<file path="src/rtl/add_sub_result_fifo.sv">
// Result FIFO behind the 4-bit adder/subtractor: stores {op, Z/N/C/V, sum} per result.
// Optional statistics counters are enabled with `define ADD_SUB_RESULT_STATS_EN.
module add_sub_result_fifo #(
    parameter int WIDTH = 4,
    parameter int DEPTH = 4,
    parameter int AW    = 2
) (
    input  logic             clk,
    input  logic             rst_n,
    input  logic             in_valid,
    output logic             in_ready,
    input  logic [WIDTH-1:0] sum,
    input  logic             carry,
    input  logic             CTR,
    input  logic             a_msb,
    input  logic             b_msb,
    output logic             out_valid,
    input  logic             out_ready,
    output logic [WIDTH-1:0] out_sum,
    output logic [3:0]       out_flags,
    output logic             out_op,
    output logic [AW:0]      count,
    output logic             drop_err
`ifdef ADD_SUB_RESULT_STATS_EN
    ,
    output logic [15:0]      op_cnt,
    output logic [15:0]      ovf_cnt
`endif
);

    typedef struct packed {
        logic             op;
        logic [3:0]       flags;
        logic [WIDTH-1:0] sum;
    } entry_t;

    localparam logic [AW:0] DEPTH_C = (AW+1)'(DEPTH);

    entry_t            mem_q [DEPTH];
    entry_t            mem_d [DEPTH];
    logic [AW-1:0]     wr_ptr_q, wr_ptr_d;
    logic [AW-1:0]     rd_ptr_q, rd_ptr_d;
    logic [AW:0]       count_q, count_d;
    logic              drop_err_q, drop_err_d;

    logic              full, empty;
    logic              push, pop;
    logic              z_flag, n_flag, c_flag, v_flag;
    entry_t            wr_entry;
    entry_t            head;

    assign full  = (count_q == DEPTH_C);
    assign empty = (count_q == '0);
    assign push  = in_valid && !full;
    assign pop   = out_ready && !empty;

    // Overflow: operands effectively share a sign (b inverted for subtract) and result sign differs from a.
    always_comb begin
        z_flag = (sum == '0);
        n_flag = sum[WIDTH-1];
        c_flag = carry;
        if (CTR) begin
            v_flag = (a_msb != b_msb) && (sum[WIDTH-1] != a_msb);
        end else begin
            v_flag = (a_msb == b_msb) && (sum[WIDTH-1] != a_msb);
        end
        wr_entry.op    = CTR;
        wr_entry.flags = {z_flag, n_flag, c_flag, v_flag};
        wr_entry.sum   = sum;
    end

    always_comb begin
        mem_d    = mem_q;
        wr_ptr_d = wr_ptr_q;
        rd_ptr_d = rd_ptr_q;
        count_d  = count_q;
        drop_err_d = drop_err_q;
        if (push) begin
            mem_d[wr_ptr_q] = wr_entry;
            wr_ptr_d        = wr_ptr_q + AW'(1);
        end
        if (pop) begin
            rd_ptr_d = rd_ptr_q + AW'(1);
        end
        if (push && !pop) begin
            count_d = count_q + (AW+1)'(1);
        end else if (pop && !push) begin
            count_d = count_q - (AW+1)'(1);
        end
        if (in_valid && full) begin
            drop_err_d = 1'b1;
        end
    end

    // Storage carries no reset; emptiness is tracked solely by count.
    always_ff @(posedge clk) begin
        mem_q <= mem_d;
    end

    always_ff @(posedge clk or negedge rst_n) begin
        if (!rst_n) begin
            wr_ptr_q   <= '0;
            rd_ptr_q   <= '0;
            count_q    <= '0;
            drop_err_q <= 1'b0;
        end else begin
            wr_ptr_q   <= wr_ptr_d;
            rd_ptr_q   <= rd_ptr_d;
            count_q    <= count_d;
            drop_err_q <= drop_err_d;
        end
    end

    always_comb begin
        head = mem_q[rd_ptr_q];
        if (empty) begin
            head = '0;
        end
    end

    assign in_ready  = !full;
    assign out_valid = !empty;
    assign out_sum   = head.sum;
    assign out_flags = head.flags;
    assign out_op    = head.op;
    assign count     = count_q;
    assign drop_err  = drop_err_q;

`ifdef ADD_SUB_RESULT_STATS_EN
    logic [15:0] op_cnt_q, op_cnt_d;
    logic [15:0] ovf_cnt_q, ovf_cnt_d;

    always_comb begin
        op_cnt_d  = op_cnt_q;
        ovf_cnt_d = ovf_cnt_q;
        if (push && (op_cnt_q != '1)) begin
            op_cnt_d = op_cnt_q + 16'd1;
        end
        if (push && v_flag && (ovf_cnt_q != '1)) begin
            ovf_cnt_d = ovf_cnt_q + 16'd1;
        end
    end

    always_ff @(posedge clk or negedge rst_n) begin
        if (!rst_n) begin
            op_cnt_q  <= '0;
            ovf_cnt_q <= '0;
        end else begin
            op_cnt_q  <= op_cnt_d;
            ovf_cnt_q <= ovf_cnt_d;
        end
    end

    assign op_cnt  = op_cnt_q;
    assign ovf_cnt = ovf_cnt_q;
`endif

endmodule

</file>
<file path="config.mk">
export PLATFORM = sky130hd
export DESIGN_NAME = add_sub_result_fifo
export DESIGN_NICKNAME = d
export VERILOG_FILES = /design/src/rtl/add_sub_result_fifo.sv
export SDC_FILE = /design/constraint.sdc
export NUM_CORES = 1
export LEC_CHECK = 0
export CORE_ASPECT_RATIO = 0.9
export CORE_MARGIN = 4
export CORE_UTILIZATION = 45
export CTS_CLUSTER_DIAMETER = 40
export DETAILED_ROUTE_END_ITERATION = 10
export PLACE_DENSITY = 0.68
export SLEW_MARGIN = 30
export SYNTH_ARGS = -nofsm -noshare
export SYNTH_HDL_FRONTEND = slang
export SYNTH_SLANG_ARGS = --single-unit
export TNS_END_PERCENT = 10
</file>
<file path="constraint.sdc">
create_clock -name clk -period 2.6 [get_ports clk]
set_clock_uncertainty 0.2 [all_clocks]
set_input_delay 0.52 -clock clk [delete_from_list [all_inputs] [get_ports clk]]
set_output_delay 0.52 -clock clk [all_outputs]
set_load 0.05 [all_outputs]
</file>
== After elaboration in Yosys (flattened, before gate mapping) ==
Index checks and enable logic that the tools add are counted.

* Register bits after elaboration: 44
* Bits of input ports: 12
* Output and inout port bits: 15
* Logic and storage cells: 54

* Add/sub/neg operators: 4
* Magnitude comparators: 3
* Equality and inequality tests: 4
* Multiplexer cells: 10
* Bitwise logic cells: 2
* Reductions and logical operators: 15

{| class="wikitable"
|+ Operators with widths
! operator !! number
|-
| $bwmux 36 || 1
|-
| $mux 9 || 4
|-
| $bmux 9 s2 || 1
|-
| $demux 9 s2 || 1
|-
| $logic_and 1x1->1 || 8
|-
| $ge 3x3->1 const B || 2
|-
| $mux 3 || 2
|-
| $not 2->3 || 2
|-
| $add 2x1->2 const B || 2
|-
| $logic_not 1->1 || 4
|-
| $logic_not 4->1 || 1
|-
| $add 3x1->3 const B || 1
|-
| $eq 3x3->1 const B || 1
|-
| $logic_not 3->1 || 1
|-
| $lt 3x1->1 const B || 1
|-
| $sub 3x1->3 const B || 1
|-
| $ne 1x1->1 || 2
|-
| $reduce_bool 2->1 || 1
|-
| $eq 1x1->1 || 1
|-
| $mux 1 || 1
|}

== Depth between registers and ports, before layout ==
* Word-level depth: 7
* Depth in mapped cells: 9

== Least setup slack after synthesis ==
Ideal clock, no wire load.

* Path kind: reg-to-output
* Start: register count_q[0], in the netlist count[0]
* End: output port out_sum[3]
* Arrival: 2.008 ns
* Required time: 1.880 ns
* Slack: -0.128 ns
* Cell stages (with the launch flop): 5
* Path buffers: 2
* Cells stage by stage: dfrtp_1 -> or3_1 -> buf_2 -> and2_1 -> buf_4

* Cells in the longest elaborated chain, start to end: 2

{| class="wikitable"
|+ RTL lines
! item !! RTL line !! source
|-
| start: declaration || 43 || <nowiki>logic [AW:0] count_q, count_d;</nowiki>
|-
| start signal: assignment || 109 || <nowiki>count_q <= count_d;</nowiki>
|-
| $logic_not 3->1 || 53 || <nowiki>assign empty = (count_q == '0);</nowiki>
|-
| $mux 9 || 116 || <nowiki>if (empty) begin</nowiki>
|-
| end: declaration || 19 || <nowiki>output logic [WIDTH-1:0] out_sum,</nowiki>
|}

Every way passes these cells.

== Worst setup path after layout ==
* Start: register rd_ptr_q[0]
* End: output port out_sum[3]

* Cells in the longest elaborated chain, start to end: 5

{| class="wikitable"
|+ RTL lines
! item !! RTL line !! source
|-
| start: declaration || 42 || <nowiki>logic [AW-1:0] rd_ptr_q, rd_ptr_d;</nowiki>
|-
| start signal: assignment || 108 || <nowiki>rd_ptr_q <= rd_ptr_d;</nowiki>
|-
| $not 2->3 (implied by the code) || 115 || <nowiki>head = mem_q[rd_ptr_q];</nowiki>
|-
| $bmux 9 s2 || 115 ||
|-
| $mux 9 (implied by the code) (2 in a row) || 115 ||
|-
| $mux 9 || 116 ||
|}

Every way passes these cells. The select of a mux whose other input is x is not followed.

==> flow_metrics.env <==
export IMPL_status="complete, no violations"
export IMPL_synth_seq_cells=40
export IMPL_fin_cells=172
export IMPL_min_period_over_period=0.9351
export IMPL_syn_nets=113
export IMPL_setup_violations=0
export IMPL_min_path_cells=1
export IMPL_timing_fmax_ghz=0.4113
export IMPL_yosysTopAreaCell="edfxtp_1"
export IMPL_rr_endpoint="count[2]$_DFFE_PN0P_"
export IMPL_min_period_ns=2.431
export IMPL_min_path_type="register to register"
export IMPL_gp_congestion=0.7353
export IMPL_routed_wl_um=2772
export IMPL_area_delta_synth_final_pct=21.82
export IMPL_hold_end="drop_err$_DFFE_PN0P_"
export IMPL_core_mm2=0.003528
export IMPL_htree_levels=2
export IMPL_reg2reg_depth=8
export IMPL_start_kind="register"
export IMPL_num_vias=859
export IMPL_start_util=0.4858
export IMPL_cts_clk_slew_worst_paths_ns=0.07
export IMPL_first_iter_violations=89
export IMPL_root_buffer="clkbuf_8"
export IMPL_drive_gt1_frac=0.2578
export IMPL_dr_pass1_iters=4
export IMPL_hpwlAfterDp_um=2045
export IMPL_synth_area_mm2=0.001714
export IMPL_synth_edf_count=32
export IMPL_fin_setup_tns_ns=0
export IMPL_wire_per_inst_um=16.12
export IMPL_rsz0062_at_grt="false"
export IMPL_viasPerCell=4.994
export IMPL_dp_cells=164
export IMPL_yosysMostFrequentCell="edfxtp_1"
export IMPL_cap_violations=0
export IMPL_insertedDiodeCount=0
export IMPL_synthTopCellsByCount="edfxtp_1 (32), and2_1 (12), dfrtp_1 (8), mux4_2 (8), ha_1 (5)"
export IMPL_async_reset_ff_frac=0.2000
export IMPL_syn_avg_cell_area_um2=18.04
export IMPL_grt_max_degree=13
export IMPL_hold_start="drop_err$_DFFE_PN0P_"
export IMPL_worst_slew_pin_slew_ns=0.5622
export IMPL_grt_overflow=0
export IMPL_hold_violations=0
export IMPL_finalNetCount=145
export IMPL_io_pins=27
export IMPL_cts_buffers=5
export IMPL_drv_slew=0
export IMPL_grt_pass1_wl_um=4657
export IMPL_synth_area_leaders="edfxtp_1 (56%), dfrtp_1 (12%), mux4_2 (11%), and2_1 (4.4%), ha_1 (3.6%)"
export IMPL_critPathRequiredTime_ns=1.88
export IMPL_numPortBuffers=26
export IMPL_fp_dieW_um=73.06
export IMPL_synth_warnings=0
export IMPL_antenna_found_initial=0
export IMPL_ys_seq_area_frac=0.6774
export IMPL_synth_top_cell_area_share=0.5606
export IMPL_cp_end_kind="primary output"
export IMPL_worst_r2r_setup_slack_ns=0.34
export IMPL_post_cts_buffers=0
export IMPL_crit_fanout=9
export IMPL_rows=20
export IMPL_synthFlopType="edfxtp_1"
export IMPL_r2r_start="count[1]$_DFFE_PN0P_"
export IMPL_grt_usage=0.1304
export IMPL_worst_hold_slack_ns=0.2799
export IMPL_ant_nets=0
export IMPL_dieArea_mm2=0.004862
export IMPL_drc=0
export IMPL_grt_pass1_vias=910
export IMPL_yosysUniqueCellTypes=25
export IMPL_die_h_um=66.55
export IMPL_ctsHoldBuffers=0
export IMPL_cts_sinks=40
export IMPL_cts_tree="built"
export IMPL_cts_max_path_buffers=2
export IMPL_insertion_delay_ns=0.27
export IMPL_netlist_instances=95
export IMPL_relSlewSlack=0.6218
export IMPL_arrival_ns=1.71
export IMPL_critPathKind="register to primary output"
==> through the flow <==
| step | area [um2] | setup slack (ns) | util |
|---|---|---|---|
| 6_report | 2088 | 0.1688 | 0.5918 |
| 4_1_cts | 2086 | 0.1066 | 0.5911 |
| 3_3_place_gp | 1996 | 0.1595 | 0.5656 |
| 3_5_place_dp | 1996 | 0.1048 | 0.5656 |
| 5_1_grt | 2088 | 0.08883 | 0.5918 |
| 2_1_floorplan | 1715 | 0.03156 | - |
==> registers in the layout, summed over array words and instances (netlist names) <==
| signal | count |
|---|---|
| wr_ptr_q | 2 |
| count | 3 |
| rd_ptr_q | 2 |
| drop_err | 1 |
| mem_q | 32 |
==> cell usage in the layout, fill, tap and decap left out, types with 2 or more instances in the layout <==
cell type,n
and2_1,11
buf_4,14
clkbuf_8,6
clkdlybuf4s50_1,15
dfrtp_1,8
edfxtp_1,32
ha_1,5
inv_1,4
mux4_2,8
nand2_1,2
xnor2_1,4
xor2_1,3
==> cell type report <==
type / count / area (um2)
inverters: 4 / 15.01
fillers: 265 / 1440
clock buffers: 7 / 86.33
well taps: 44 / 55.05
multi-input cells: 46 / 499.2
flip-flops and latches: 40 / 1161
clock inverters: 1 / 3.754
repair buffers: 30 / 267.8
==> critical path: stages, from the launching register on <==
cell and delay (ns):
dfrtp_1 0.32, buf_4 0.21, mux4_2 0.51, and2_2 0.21, buf_4 0.19
==> how the worst max path moves through the flow <==
stage	slack, ns	endpoint	startpoint	cells past startpoint
after detailed placement	0.10	count[2]$_DFFE_PN0P_	in_valid	8
after floorplan	0.03	out_sum[3]	count[0]$_DFFE_PN0P_	4
after global placement	0.16	count[2]$_DFFE_PN0P_	in_valid	8
after global routing	0.09	out_sum[3]	rd_ptr_q[0]$_DFFE_PN0P_	4
after CTS	0.11	in_ready	count[0]$_DFFE_PN0P_	3
final	0.17	out_sum[3]	rd_ptr_q[0]$_DFFE_PN0P_	4
==> what timing repair did <==
item                                    4_1_cts  5_1_grt
resized for setup                             0        1
hold endpoints to repair                      0        0
endpoints found under the setup margin        0        1
==> cells by family after synthesis <==
group / after synthesis / share of synthesized area
compound gates: 2 / 0.008033
xor+xnor: 7 / 0.03577
fa+ha+maj: 6 / 0.04818
buf+inv: 9 / 0.03211
flops: 40 / 0.6774
mux: 10 / 0.1204
simple gates: 21 / 0.07811
==> metal layers <==
| metal | wire length [um] | GRT usage |
|---|---|---|
| met1 | 1138 | 0.1628 |
| met2 | 1502 | 0.2243 |
| met3 | 120 | 0.03771 |
| met4 | 10 | 0.02765 |
| met5 | 0 | 0 |
Power is not shown: default switching activity piles up to over one toggle a cycle in this logic, so the estimate is an artifact.
